[src/rtl/apb_master_bridge_mc.sv]
// ---------------------------------------------------------------------------
// apb_master_bridge_mc
//
// Parametrised APB4 master bridge serving NUM_SLV slaves. A command on the
// user side (transfer / READ_WRITE / address / data) is turned into an APB
// SETUP phase followed by one or more ACCESS cycles. The slave is chosen
// from the top SEL_W address bits; an address that decodes to no slave
// finishes straight after SETUP with an error. An ACCESS phase that waits
// TIMEOUT cycles without PREADY is aborted with an error (TIMEOUT = 0
// disables the abort). A new command offered on the completion edge starts
// the next SETUP immediately.
//
// Ports:
//   PCLK, PRESETn       clock (rising edge), asynchronous active-low reset
//   transfer            command request, sampled in IDLE or on completion
//   READ_WRITE          1 = write, 0 = read
//   apb_write_paddr     write address
//   apb_write_data      write data
//   apb_write_strb      write byte strobes
//   apb_read_paddr      read address
//   apb_read_data_out   data of the last completed read, held
//   PSLVERR             error status of the last completed transfer, held
//   done                one-cycle completion pulse
//   busy                high whenever a transfer is in SETUP or ACCESS
//   PSEL                one-hot slave select
//   PENABLE             ACCESS phase indicator
//   PWRITE, PADDR       captured direction and address
//   PWDATA, PSTRB       captured write data and strobes (PSTRB = 0 on reads)
//   PRDATA              concatenated slave read data, slave i at [i*DATA_W +: DATA_W]
//   PREADY, PSLVERR_S   per-slave ready and error
// ---------------------------------------------------------------------------
module apb_master_bridge_mc #(
   parameter int ADDR_W  = 9,
   parameter int DATA_W  = 8,
   parameter int NUM_SLV = 2,
   parameter int TIMEOUT = 16
) (
   input  logic                      PCLK,
   input  logic                      PRESETn,
   input  logic                      transfer,
   input  logic                      READ_WRITE,
   input  logic [ADDR_W-1:0]         apb_write_paddr,
   input  logic [DATA_W-1:0]         apb_write_data,
   input  logic [DATA_W/8-1:0]       apb_write_strb,
   input  logic [ADDR_W-1:0]         apb_read_paddr,
   output logic [DATA_W-1:0]         apb_read_data_out,
   output logic                      PSLVERR,
   output logic                      done,
   output logic                      busy,
   output logic [NUM_SLV-1:0]        PSEL,
   output logic                      PENABLE,
   output logic                      PWRITE,
   output logic [ADDR_W-1:0]         PADDR,
   output logic [DATA_W-1:0]         PWDATA,
   output logic [DATA_W/8-1:0]       PSTRB,
   input  logic [NUM_SLV*DATA_W-1:0] PRDATA,
   input  logic [NUM_SLV-1:0]        PREADY,
   input  logic [NUM_SLV-1:0]        PSLVERR_S
);

   localparam int SEL_W  = (NUM_SLV > 1) ? $clog2(NUM_SLV) : 1;
   localparam int STRB_W = DATA_W / 8;
   localparam int CNT_W  = (TIMEOUT > 0) ? $clog2(TIMEOUT + 1) : 1;

   typedef enum logic [1:0] {
      IDLE,
      SETUP,
      ACCESS
   } state_t;

   state_t            state;
   state_t            state_next;

   logic [SEL_W-1:0]  sel_idx;
   logic              sel_valid;
   logic              sel_ready;
   logic              sel_err;
   logic [DATA_W-1:0] sel_rdata;
   logic [CNT_W-1:0]  wait_cnt;
   logic              timeout_hit;
   logic              complete;
   logic              fail;
   logic              capture;

   assign sel_idx = PADDR[ADDR_W-1 -: SEL_W];
   assign busy    = (state != IDLE);
   assign PENABLE = (state == ACCESS);

   // When NUM_SLV fills the whole select field every index is a real slave,
   // so the range check is only built when some encodings are unused.
   generate
      if ((1 << SEL_W) == NUM_SLV) begin : g_full_decode
         assign sel_valid = 1'b1;
      end else begin : g_partial_decode
         assign sel_valid = (int'(sel_idx) < NUM_SLV);
      end
   endgenerate

   // The timeout fires on the last permitted wait cycle, so the abort edge
   // is the one ending the TIMEOUT-th ACCESS cycle with PREADY still low.
   generate
      if (TIMEOUT > 0) begin : g_timeout
         assign timeout_hit = (wait_cnt == CNT_W'(TIMEOUT - 1));
      end else begin : g_no_timeout
         assign timeout_hit = 1'b0;
      end
   endgenerate

   // Pick out the addressed slave's ready, error and read data, and drive
   // its select line while a transfer is in flight. An out-of-range index
   // matches no slave, which leaves PSEL all zero for a decode error.
   always_comb begin
      sel_ready = 1'b0;
      sel_err   = 1'b0;
      sel_rdata = '0;
      PSEL      = '0;
      for (int i = 0; i < NUM_SLV; i++) begin
         if (sel_idx == SEL_W'(i)) begin
            sel_ready = PREADY[i];
            sel_err   = PSLVERR_S[i];
            sel_rdata = PRDATA[i*DATA_W +: DATA_W];
            PSEL[i]   = (state != IDLE);
         end
      end
   end

   // Next-state logic. A transfer completes either from SETUP (no slave
   // behind the address) or from ACCESS (slave ready or timeout). On the
   // completion edge a pending request is captured and goes straight back
   // to SETUP, which keeps PSEL asserted between back-to-back transfers to
   // the same slave.
   always_comb begin
      state_next = state;
      complete   = 1'b0;
      fail       = 1'b0;
      capture    = 1'b0;
      case (state)
         IDLE: begin
            if (transfer) begin
               capture    = 1'b1;
               state_next = SETUP;
            end
         end
         SETUP: begin
            if (!sel_valid) begin
               complete = 1'b1;
               fail     = 1'b1;
            end else begin
               state_next = ACCESS;
            end
         end
         ACCESS: begin
            if (sel_ready) begin
               complete = 1'b1;
               fail     = sel_err;
            end else if (timeout_hit) begin
               complete = 1'b1;
               fail     = 1'b1;
            end
         end
         default: begin
            state_next = IDLE;
         end
      endcase
      if (complete) begin
         if (transfer) begin
            capture    = 1'b1;
            state_next = SETUP;
         end else begin
            state_next = IDLE;
         end
      end
   end

   // State register.
   always_ff @(posedge PCLK or negedge PRESETn) begin
      if (!PRESETn) begin
         state <= IDLE;
      end else begin
         state <= state_next;
      end
   end

   // Command capture. Reads keep the previous PWDATA and force the strobes
   // to zero; the address comes from whichever port matches the direction.
   always_ff @(posedge PCLK or negedge PRESETn) begin
      if (!PRESETn) begin
         PWRITE <= 1'b0;
         PADDR  <= '0;
         PWDATA <= '0;
         PSTRB  <= '0;
      end else if (capture) begin
         PWRITE <= READ_WRITE;
         if (READ_WRITE) begin
            PADDR  <= apb_write_paddr;
            PWDATA <= apb_write_data;
            PSTRB  <= apb_write_strb;
         end else begin
            PADDR  <= apb_read_paddr;
            PSTRB  <= {STRB_W{1'b0}};
         end
      end
   end

   // Completion reporting. The status and read data only move on a
   // completion edge; a failed read returns zero and a write never
   // disturbs the last read data.
   always_ff @(posedge PCLK or negedge PRESETn) begin
      if (!PRESETn) begin
         done              <= 1'b0;
         PSLVERR           <= 1'b0;
         apb_read_data_out <= '0;
      end else begin
         done <= complete;
         if (complete) begin
            PSLVERR <= fail;
            if (!PWRITE) begin
               apb_read_data_out <= fail ? '0 : sel_rdata;
            end
         end
      end
   end

   // Wait-state counter: counts ACCESS cycles that end without PREADY and
   // clears whenever the transfer completes or the bridge leaves ACCESS.
   always_ff @(posedge PCLK or negedge PRESETn) begin
      if (!PRESETn) begin
         wait_cnt <= '0;
      end else if ((state == ACCESS) && !complete && (TIMEOUT > 0)) begin
         wait_cnt <= wait_cnt + CNT_W'(1);
      end else begin
         wait_cnt <= '0;
      end
   end

endmodule
[config.mk]
export PLATFORM = sky130hd
export DESIGN_NAME = apb_master_bridge_mc
export DESIGN_NICKNAME = d
export VERILOG_FILES = /design/src/rtl/apb_master_bridge_mc.sv
export SDC_FILE = /design/constraint.sdc
export NUM_CORES = 1
export LEC_CHECK = 0
export BUFFER_PORTS_ARGS = -buffer_cell sky130_fd_sc_hd__buf_4
export CORE_MARGIN = 5
export CORE_UTILIZATION = 25
export DETAILED_ROUTE_END_ITERATION = 10
export HOLD_SLACK_MARGIN = 0.03
export PLACE_DENSITY = 0.52
export SLEW_MARGIN = 30
export SYNTH_ARGS = -nofsm -noshare
export SYNTH_HDL_FRONTEND = slang
export SYNTH_SLANG_ARGS = --single-unit
[constraint.sdc]
create_clock -name PCLK -period 4.4 [get_ports PCLK]
set_clock_uncertainty 0.15 [all_clocks]
set_input_delay 0.88 -clock PCLK [delete_from_list [all_inputs] [get_ports PCLK]]
set_output_delay 0.88 -clock PCLK [all_outputs]
set_load 0.1 [all_outputs]
* Word level (Yosys, flattened, before mapping)
Cells that the tools add are included.
** Word-level totals
- Register bits after elaboration :: 36
- Input port bits :: 51
- Output and inout bits :: 33
- Word-level logic and storage cells :: 45
** Cells by class
- Add/subtract/negate cells :: 1
- Equality and inequality tests :: 5
- Multiplexer cells :: 22
- Bitwise operators :: 1
- Reduce and logical (&&, ||, !) cells :: 7
** Operators by type and width (number)
- $mux 8 :: 2
- $mux 1 :: 15
- $mux 9 :: 1
- $pmux 2 s3 :: 1
- $reduce_and 2->1 :: 3
- $add 5x1->5 const B :: 1
- $eq 5x4->1 const B :: 1
- $mux 5 :: 1
- $mux 2 :: 2
- $ne 3x3->1 const B :: 1
- $eq 2x1->1 const B :: 1
- $eq 2x2->1 const B :: 1
- $logic_not 2->1 :: 1
- $ne 2x1->1 const B :: 1
- $reduce_bool 2->1 :: 1
- $logic_and 1x1->1 :: 1
- $logic_not 1->1 :: 1
- $not 1->1 :: 1

* Depth between registers and ports, before layout
Gate-level depths: netlist of run 1.
- Depth in word-level cells :: 7
- Depth in mapped cells :: 7
- Gate-level depth less buffers :: 6

* Least setup slack after synthesis of run 1
No wires, ideal clock.
- Kind :: register to output
- From :: register PADDR[8]
- To :: output PSEL[0]
- Data arrival time :: 2.610 ns
- Data required time :: 3.370 ns
- Path slack :: 0.760 ns
- Stages on the path, launching flop included :: 4
- Path buffers :: 2
- Cells stage by stage :: dfrtp_1 buf_4 clkbuf_1 nor2b_1
** Between the ends
- Longest elaborated chain between the ends :: 1
** Ends and longest elaborated chain
- from (decl) :: RTL line 53 : output logic [ADDR_W-1:0] PADDR,
- from (signal assigned) :: RTL line 195 : PADDR <= apb_write_paddr;
- from (signal assigned) :: RTL line 199 : PADDR <= apb_read_paddr;
- $mux 1 :: RTL line 118 : if (sel_idx == SEL_W'(i)) begin
- to (decl) :: RTL line 50 : output logic [NUM_SLV-1:0] PSEL,
No other way between the ends.

* Worst setup path in the final report of run 1
- From :: register PADDR[8]
- To :: output PSEL[1]
Same word-level chain as after synthesis.

==> flow_summary.ini, run 1 <==
[yosys]
synthXorXnorAreaFrac_pct = 0.998
synthMuxAreaShare_pct = 30.5
synth-edff-count = 0
synth_ff_type = dfrtp_1
synth_area_leaders = dfrtp_1 (51%), mux2_2 (18%), mux2_4 (6.8%)
synthCells = 140
synth_fa_ha_area_share_pct = 1.43
synthSimpleGateAreaFrac_pct = 5.49
seq_area_frac_synth_pct = 51.3
ys_warn_count = 0
syn_area_per_cell_um2 = 12.5
synth.largest_area_cell = dfrtp_1
postSynth.asyncResetShare_pct = 100
synth_area_um2 = 1760
ys_ff_latch = 36
synth_nets = 193
synth_cell_types = 26
synth_top_family_by_area = multiplexers
synth_top_cell_area_share_pct = 51.3
synth_compound_area_share_pct = 4.63

[setup_path]
rr_startpoint = PADDR[8]$_DFFE_PN0P_
cp.required_ns = 3.37
worstSetupStartpointType = flop
ff2ff_path_depth = 3
critPathLaunch = PADDR[8]$_DFFE_PN0P_
critPathArrivalTime_ns = 1.54
critPathMaxFanout = 16
cp-end-kind = primary output
r2r_slack_ns = 1.98
timing.rr.end = PWDATA[6]$_DFFE_PN0P_
crit_type = reg -> out

[global_routing]
grt_pass1_wl_mm = 6.60
overflow = 0
grt_pass1_vias = 1405
grtUsageMet2_pct = 15.2
top_usage_layer = met2
use_met3_pct = 4.09
met1_usage_pct = 11.9
grt_max_degree = 37
antenna_found_initial = 0
grt.total_usage_pct = 9.67

[routing]
drt-vias-per-instance = 4.04
dr.pass1.iters = 4
drtAntennaViolNets = 0
routedWlPerCell_um = 13.0
drt_iter0_drc = 39
via_count = 1293
drt-total-wl_mm = 4.15
drc = 0

[die]
die_x_um = 93.8
core-area_um2 = 6830
initial_core_util_pct = 25.7
die_area_um2 = 8800
io_pins = 84
die_h_um = 93.8
num_rows = 30

[timing]
max_freq_mhz = 389
rsz0062_at_grt = false
hold_viol = 0
setup_viol = 0
min_period_over_period_pct = 58.4
worst-slew-pin-transition_ns = 0.855
min_period_ns = 2.57
slew_headroom_pct = 42.9
slew_viol_final = 0
fin_setup_tns_ns = 0

[hold_path]
holdPathStages = 1
min_path_type = reg -> reg
min_from = wait_cnt[0]$_DFF_PN0_
min_to = wait_cnt[0]$_DFF_PN0_

[clock_network]
clockBufferDepth = 2
clock-sinks = 36
cts_hold_buffers = 0
clk_pin_slew_ns = 0.07
cts_tree = yes
htree_levels = 2
post-cts-setup-buffers = 0
cts_made_buffers = 5
clk-insertion-delay-late_ns = 0.28
cts_root_buf = clkbuf_8
cts_resized = 0

[placement]
hpwl_mm = 3.06
port_buffers = 83
gp_congestion = 0.667
placed_cell_area_um2 = 2460

[final_layout]
syn2layout_area_growth_pct = 45.8
antennaDiodeCount = 0
stdcell_area_um2 = 2560
layout_common_cells = buf_4 (84), dfrtp_1 (36), mux2_2 (28)
fill_cells = 723
final_common_cell = buf_4
nNetsFinal = 277
drive_gt1_share_pct = 57.1

[flow_run]
drv_cap = 0

[status]
outcome = completed
-- stage by stage --
stage               util, %  worst slack, ns  std cells  hold WS (ns)
floorplan                 -            0.760        140         0.283
global placement       36.1             1.86        313         0.305
detailed placement     36.1             1.84        313         0.307
CTS                    37.5             1.81        320         0.316
global route           37.5             1.72        320         0.340
finish                 37.5             1.83        320         0.313
-- worst max-delay path: stages (launching register included) --
cell	delay (ns)
dfrtp_1	0.75
and2_1	0.22
buf_4	0.29
-- synthesized netlist by cell type (2+ instances only) --
| master | instances |
|---|---|
| inv_1 | 15 |
| clkbuf_1 | 3 |
| dfrtp_1 | 36 |
| mux2_2 | 28 |
| mux2i_1 | 10 |
| mux2_4 | 8 |
| ha_1 | 2 |
| buf_4 | 2 |
| nor2_1 | 6 |
| o21ai_0 | 11 |
| nor2b_1 | 2 |
| nand3_1 | 2 |
| and3_1 | 2 |
-- sequential cells by signal, indices dropped and copies added, names as in the netlist --
register,flops
PSTRB,1
wait_cnt,5
state,2
done,1
PADDR,9
PWDATA,8
PWRITE,1
apb_read_data_out,8
PSLVERR,1
-- metal layers --
metal | share of wire, % | vias up
met1 | 44 | 590
li1 | - | 638
met5 | 0 | -
met2 | 45 | 57
met4 | 1.3 | 0
met3 | 9.6 | 8
-- cell families (layout without fill, tap and decap cells) --
group | after synthesis | after routing
buf+inv | 22 | 106
fa+ha+maj | 2 | 2
simple gates | 18 | 18
compound gates | 14 | 14
xor+xnor | 2 | 2
mux | 46 | 46
flops | 36 | 36
-- worst max-delay path by stage --
| stage | end | slack (ns) |
|---|---|---|
| after floorplan | PSEL[0] | 0.76 |
| final | PSEL[1] | 1.83 |
| after CTS | PSEL[1] | 1.81 |
| after global placement | PWDATA[4]$_DFFE_PN0P_ | 1.86 |
| after detailed placement | PWDATA[3]$_DFFE_PN0P_ | 1.84 |
| after global routing | PSEL[1] | 1.72 |
-- area by class of cell --
type	count	area [um^2]	share of cell area (%)
Multi-Input combinational cell	82	756	29.5
Sequential cell	36	901	35.2
Timing Repair Buffer	84	631	24.6
Clock buffer	7	96.3	3.76
Inverter	15	56.3	2.20
Tap cell	96	120	4.69
Power of run 1 is left out: the tool's default activity adds up to more than one toggle a clock period on the data nets, which glitch-free logic cannot reach.
==> inputs of run 2 (changes only) <==
- PLACE_DENSITY: 0.52 -> 0.54
- clock period: 4.4 -> 2.3 ns (I/O delays scaled with it)
==> run 2 against run 1 <==
- final cell count increased by 1.6%
- count of clock-buffer cells in the layout unchanged
- non-clock buffer count increased by 4
- global-route usage increased by 0.15 points
- sequential share of layout area decreased by 0.38 points
- sequential cell count unchanged
- setup slack got worse by 1.6 ns
- critical path type is now reg -> reg
- critical endpoint is now PWDATA[1]$_DFFE_PN0P_
- largest cell class unchanged
==> flow_summary.ini, run 2 (synthesis gave the netlist of run 1 again) <==
[timing]
slew_viol_final = 0
worst-slew-pin-transition_ns = 0.466
rsz0062_at_grt = false
slew_headroom_pct = 69.0
min_period_ns = 2.07
max_freq_mhz = 484
hold_viol = 0
setup_viol = 0
min_period_over_period_pct = 89.9
fin_setup_tns_ns = 0

[final_layout]
final_common_cell = buf_4
drive_gt1_share_pct = 58.5
layout_common_cells = buf_4 (87), dfrtp_1 (35), mux2_2 (28)
largest_reg_flops = 9
top_regs = PADDR (9), PWDATA (8), apb_read_data_out (8)
syn2layout_area_growth_pct = 47.6
top_register = PADDR
antennaDiodeCount = 0
nNetsFinal = 281

[clock_network]
cts_made_buffers = 5
clockBufferDepth = 2
clk_pin_slew_ns = 0.07
clock-sinks = 36
cts_tree = yes
htree_levels = 2
cts_root_buf = clkbuf_8
clk-insertion-delay-late_ns = 0.28

[placement]
port_buffers = 83
gp_congestion = 0.752
hpwl_mm = 3.24

[die]
core-area_um2 = 6830
initial_core_util_pct = 25.7
io_pins = 84
num_rows = 30
die_h_um = 93.8
die_area_um2 = 8800
die_x_um = 93.8

[setup_path]
cp.required_ns = 2.31
cp_common_cell = ha_1
cp-end-kind = flop
path_cells = ha_1 -> and3_1 -> ha_1 -> inv_1 -> a311o_1 -> buf_4 -> mux2_4
crit_type = reg -> reg
worstSetupStartpointType = flop
critPathArrivalTime_ns = 2.07
slowest_stage = dfrtp_1
critPathMaxFanout = 9
max_stage_delay_ns = 0.40

[routing]
drt-total-wl_mm = 4.21
drc = 0
drt-vias-per-instance = 4.04
drtAntennaViolNets = 0
routedWlPerCell_um = 12.9
dr.pass1.iters = 4
via_count = 1314
drt_iter0_drc = 47

[global_routing]
grt_pass1_vias = 1426
overflow = 0
grt_pass1_wl_mm = 6.81
grt_max_degree = 37
grt.total_usage_pct = 9.82
antenna_found_initial = 0

[flow_run]
drv_cap = 0

[hold_path]
min_path_type = in -> reg

[status]
outcome = completed
[run 2: cell count changes in the layout (fill, tap and decap cells not counted), sizes merged]
| cell | change |
|---|---|
| buf | +3 |
| clkinv | +1 |
| dlygate4sd3 | +1 |
[run 2: area by class of cell]
| class | count | area [um^2] |
|---|---|---|
| inverters | 15 | 56.3 |
| clock inverters | 1 | 5.00 |
| fillers | 701 | 4240 |
| well taps | 96 | 120 |
| multi-input cells | 82 | 768 |
| flip-flops and latches | 36 | 902 |
| clock buffers | 7 | 76.3 |
| repair buffers | 88 | 663 |
[run 2: worst paths after layout]
check,endpoint,cells past startpoint,slack (ns),from
worst max-delay path,PWDATA[1]$_DFFE_PN0P_,7,0.23,wait_cnt[0]$_DFF_PN0_
worst min-delay path,PWDATA[7]$_DFFE_PN0P_,2,0.26,apb_write_data[7]
worst max register to register,PWDATA[1]$_DFFE_PN0P_,7,0.23,wait_cnt[0]$_DFF_PN0_
worst min register to register,wait_cnt[0]$_DFF_PN0_,1,0.32,wait_cnt[0]$_DFF_PN0_
max in group asynchronous,PADDR[8]$_DFFE_PN0P_,2,1.12,PRESETn
min in group asynchronous,PSTRB$_DFFE_PN0P_,2,0.53,PRESETn
[run 2: timing repair]
item                                   4_1_cts  5_1_grt
hold buffers                                 1        0
endpoints found under the hold margin       36        0
setup buffers                                0        0
gates resized for setup                      0        0
[run 2: worst max-delay path: cells and delay by family (launching register included)]
family | cells | cell delay [ns]
fa+ha+maj | 2 | 0.43
flops | 1 | 0.40
mux | 1 | 0.32
buf+inv | 2 | 0.30
simple gates | 1 | 0.18
compound gates | 1 | 0.17
[run 2: layer usage]
layer	GRT usage [%]	vias to the layer above	wire, um
li1	-	653	-
met1	13.1	610	1980
met2	15.3	49	1980
met3	2.88	2	229
met4	2.89	0	21
met5	0	-	0
[run 2: stage by stage]
stage | worst slack (ns) | cell area (um^2) | utilization [%] | hold slack (ns) | cells
5_1_grt | 0.128 | 2590 | 37.9 | 0.242 | 325
3_5_place_dp | 0.248 | 2500 | 36.6 | 0.311 | 316
2_1_floorplan | 0.0254 | 1770 | - | 0.0144 | 140
4_1_cts | 0.230 | 2590 | 37.9 | 0.245 | 325
6_report | 0.233 | 2590 | 37.9 | 0.258 | 325
3_3_place_gp | 0.293 | 2500 | 36.6 | 0.294 | 316
Power of run 2 is left out for the same reason.
==> inputs of run 3 (changes only) <==
- CORE_MARGIN: 5 -> 3
==> run 3 against run 2 <==
- maximum frequency fell by 1.5%
- setup slack got worse by 0.033 ns
- critical path depth did not move
- largest cell class unchanged
- highest routed layer unchanged
==> flow_summary.ini, run 3 (synthesis gave the netlist of run 1 again) <==
[timing]
min_period_ns = 2.10
worst-slew-pin-transition_ns = 0.466
rsz0062_at_grt = false
setup_viol = 0
min_period_over_period_pct = 91.3
hold_slack_ns = 0.248
hold_viol = 0
max_freq_mhz = 476
slew_headroom_pct = 68.9
fin_setup_tns_ns = 0
slew_viol_final = 0

[die]
initial_core_util_pct = 26.7
die_area_um2 = 8060
die_x_um = 89.8
core-area_um2 = 6570
io_pins = 84
die_h_um = 89.8
num_rows = 29

[final_layout]
layout_common_cells = buf_4 (87), dfrtp_1 (35), mux2_2 (28)
final_cell_count_no_fill = 322
top_regs = PADDR (9), PWDATA (8), apb_read_data_out (8)
largest_reg_flops = 9
syn2layout_area_growth_pct = 48.1
nNetsFinal = 281
drive_gt1_share_pct = 59.0
antennaDiodeCount = 0
top_register = PADDR
final_common_cell = buf_4

[placement]
gp_congestion = 0.711
hpwl_mm = 3.16
port_buffers = 83
dp_cells = 313

[global_routing]
antenna_found_initial = 0
grt.total_usage_pct = 11.2
grt_pass1_vias = 1502
grt_pass1_wl_mm = 7.24
overflow = 0
grt_max_degree = 37

[hold_path]
holdPathStages = 2
min_path_type = in -> reg

[routing]
drt_iter0_drc = 34
via_count = 1345
drc = 0
drtAntennaViolNets = 0
drt-vias-per-instance = 4.18
routedWlPerCell_um = 13.2
drt-total-wl_mm = 4.26
dr.pass1.iters = 4

[clock_network]
clk-insertion-delay-late_ns = 0.29
htree_levels = 2
clock-sinks = 36
cts_root_buf = clkbuf_8
cts_tree = yes
cts_made_buffers = 5
post-cts-setup-buffers = 0
clockBufferDepth = 2
clk_pin_slew_ns = 0.07

[setup_path]
path_cells = ha_1 -> and3_1 -> ha_1 -> inv_1 -> a311o_1 -> buf_4 -> mux2_4
cp.buffers_inverters = 2
critPathMaxFanout = 9
max_stage_delay_ns = 0.37
cp.required_ns = 2.32
cp.depth = 7
crit_type = reg -> reg
critical-path-top-delay-family = adder cells
worstSetupStartpointType = flop
cp_common_cell = ha_1
slowest_stage = dfrtp_1
cp-end-kind = flop
ff2ff_path_depth = 7
critPathArrivalTime_ns = 2.12

[flow_run]
drv_cap = 0

[status]
outcome = completed
[run 3: changes by cell type in the layout (fill, tap and decap cells not counted), sizes merged]
cell      delta
clkinv       -1
clkinvlp     +1
[run 3: layer usage]
| metal | up-vias | global-route usage (%) | wire length [um] |
|---|---|---|---|
| li1 | 648 | - | - |
| met1 | 645 | 12.3 | 1730 |
| met2 | 45 | 19.8 | 2170 |
| met3 | 7 | 3.59 | 296 |
| met4 | 0 | 4.60 | 69 |
| met5 | - | 0 | 0 |
[run 3: layout make-up]
cell class	instances	area [um^2]
clock inverters	1	7.51
repair buffers	88	663
multi-input cells	82	768
well taps	93	116
inverters	15	56.3
clock buffers	7	86.3
flip-flops and latches	36	902
fillers	667	3970
[run 3: path summary, 6_finish.rpt]
check / from / end / slack [ns]
setup / recovery: wait_cnt[0]$_DFF_PN0_ / PWDATA[2]$_DFFE_PN0P_ / 0.20
hold / removal: apb_write_data[0] / PWDATA[0]$_DFFE_PN0P_ / 0.25
setup reg to reg: wait_cnt[0]$_DFF_PN0_ / PWDATA[2]$_DFFE_PN0P_ / 0.20
hold reg to reg: wait_cnt[0]$_DFF_PN0_ / wait_cnt[0]$_DFF_PN0_ / 0.31
max in group asynchronous: PRESETn / PADDR[8]$_DFFE_PN0P_ / 1.13
min in group asynchronous: PRESETn / state[0]$_DFFE_PN0P_ / 0.52
[run 3: stage by stage]
stage	setup WS (ns)	area, um^2	utilization [%]
after floorplan	0.0254	1770	-
after global placement	0.290	2500	38.0
after detailed placement	0.237	2500	38.0
after CTS	0.196	2600	39.6
after global routing	0.0695	2600	39.6
final	0.201	2600	39.6
[run 3: what timing repair did]
| action | 4_1_cts | 5_1_grt |
|---|---|---|
| hold endpoints to repair | 36 | 0 |
| hold buffers | 1 | 0 |
| setup endpoints to repair | 0 | 0 |
| gates resized for setup | 0 | 0 |
Power of run 3 is left out for the same reason.
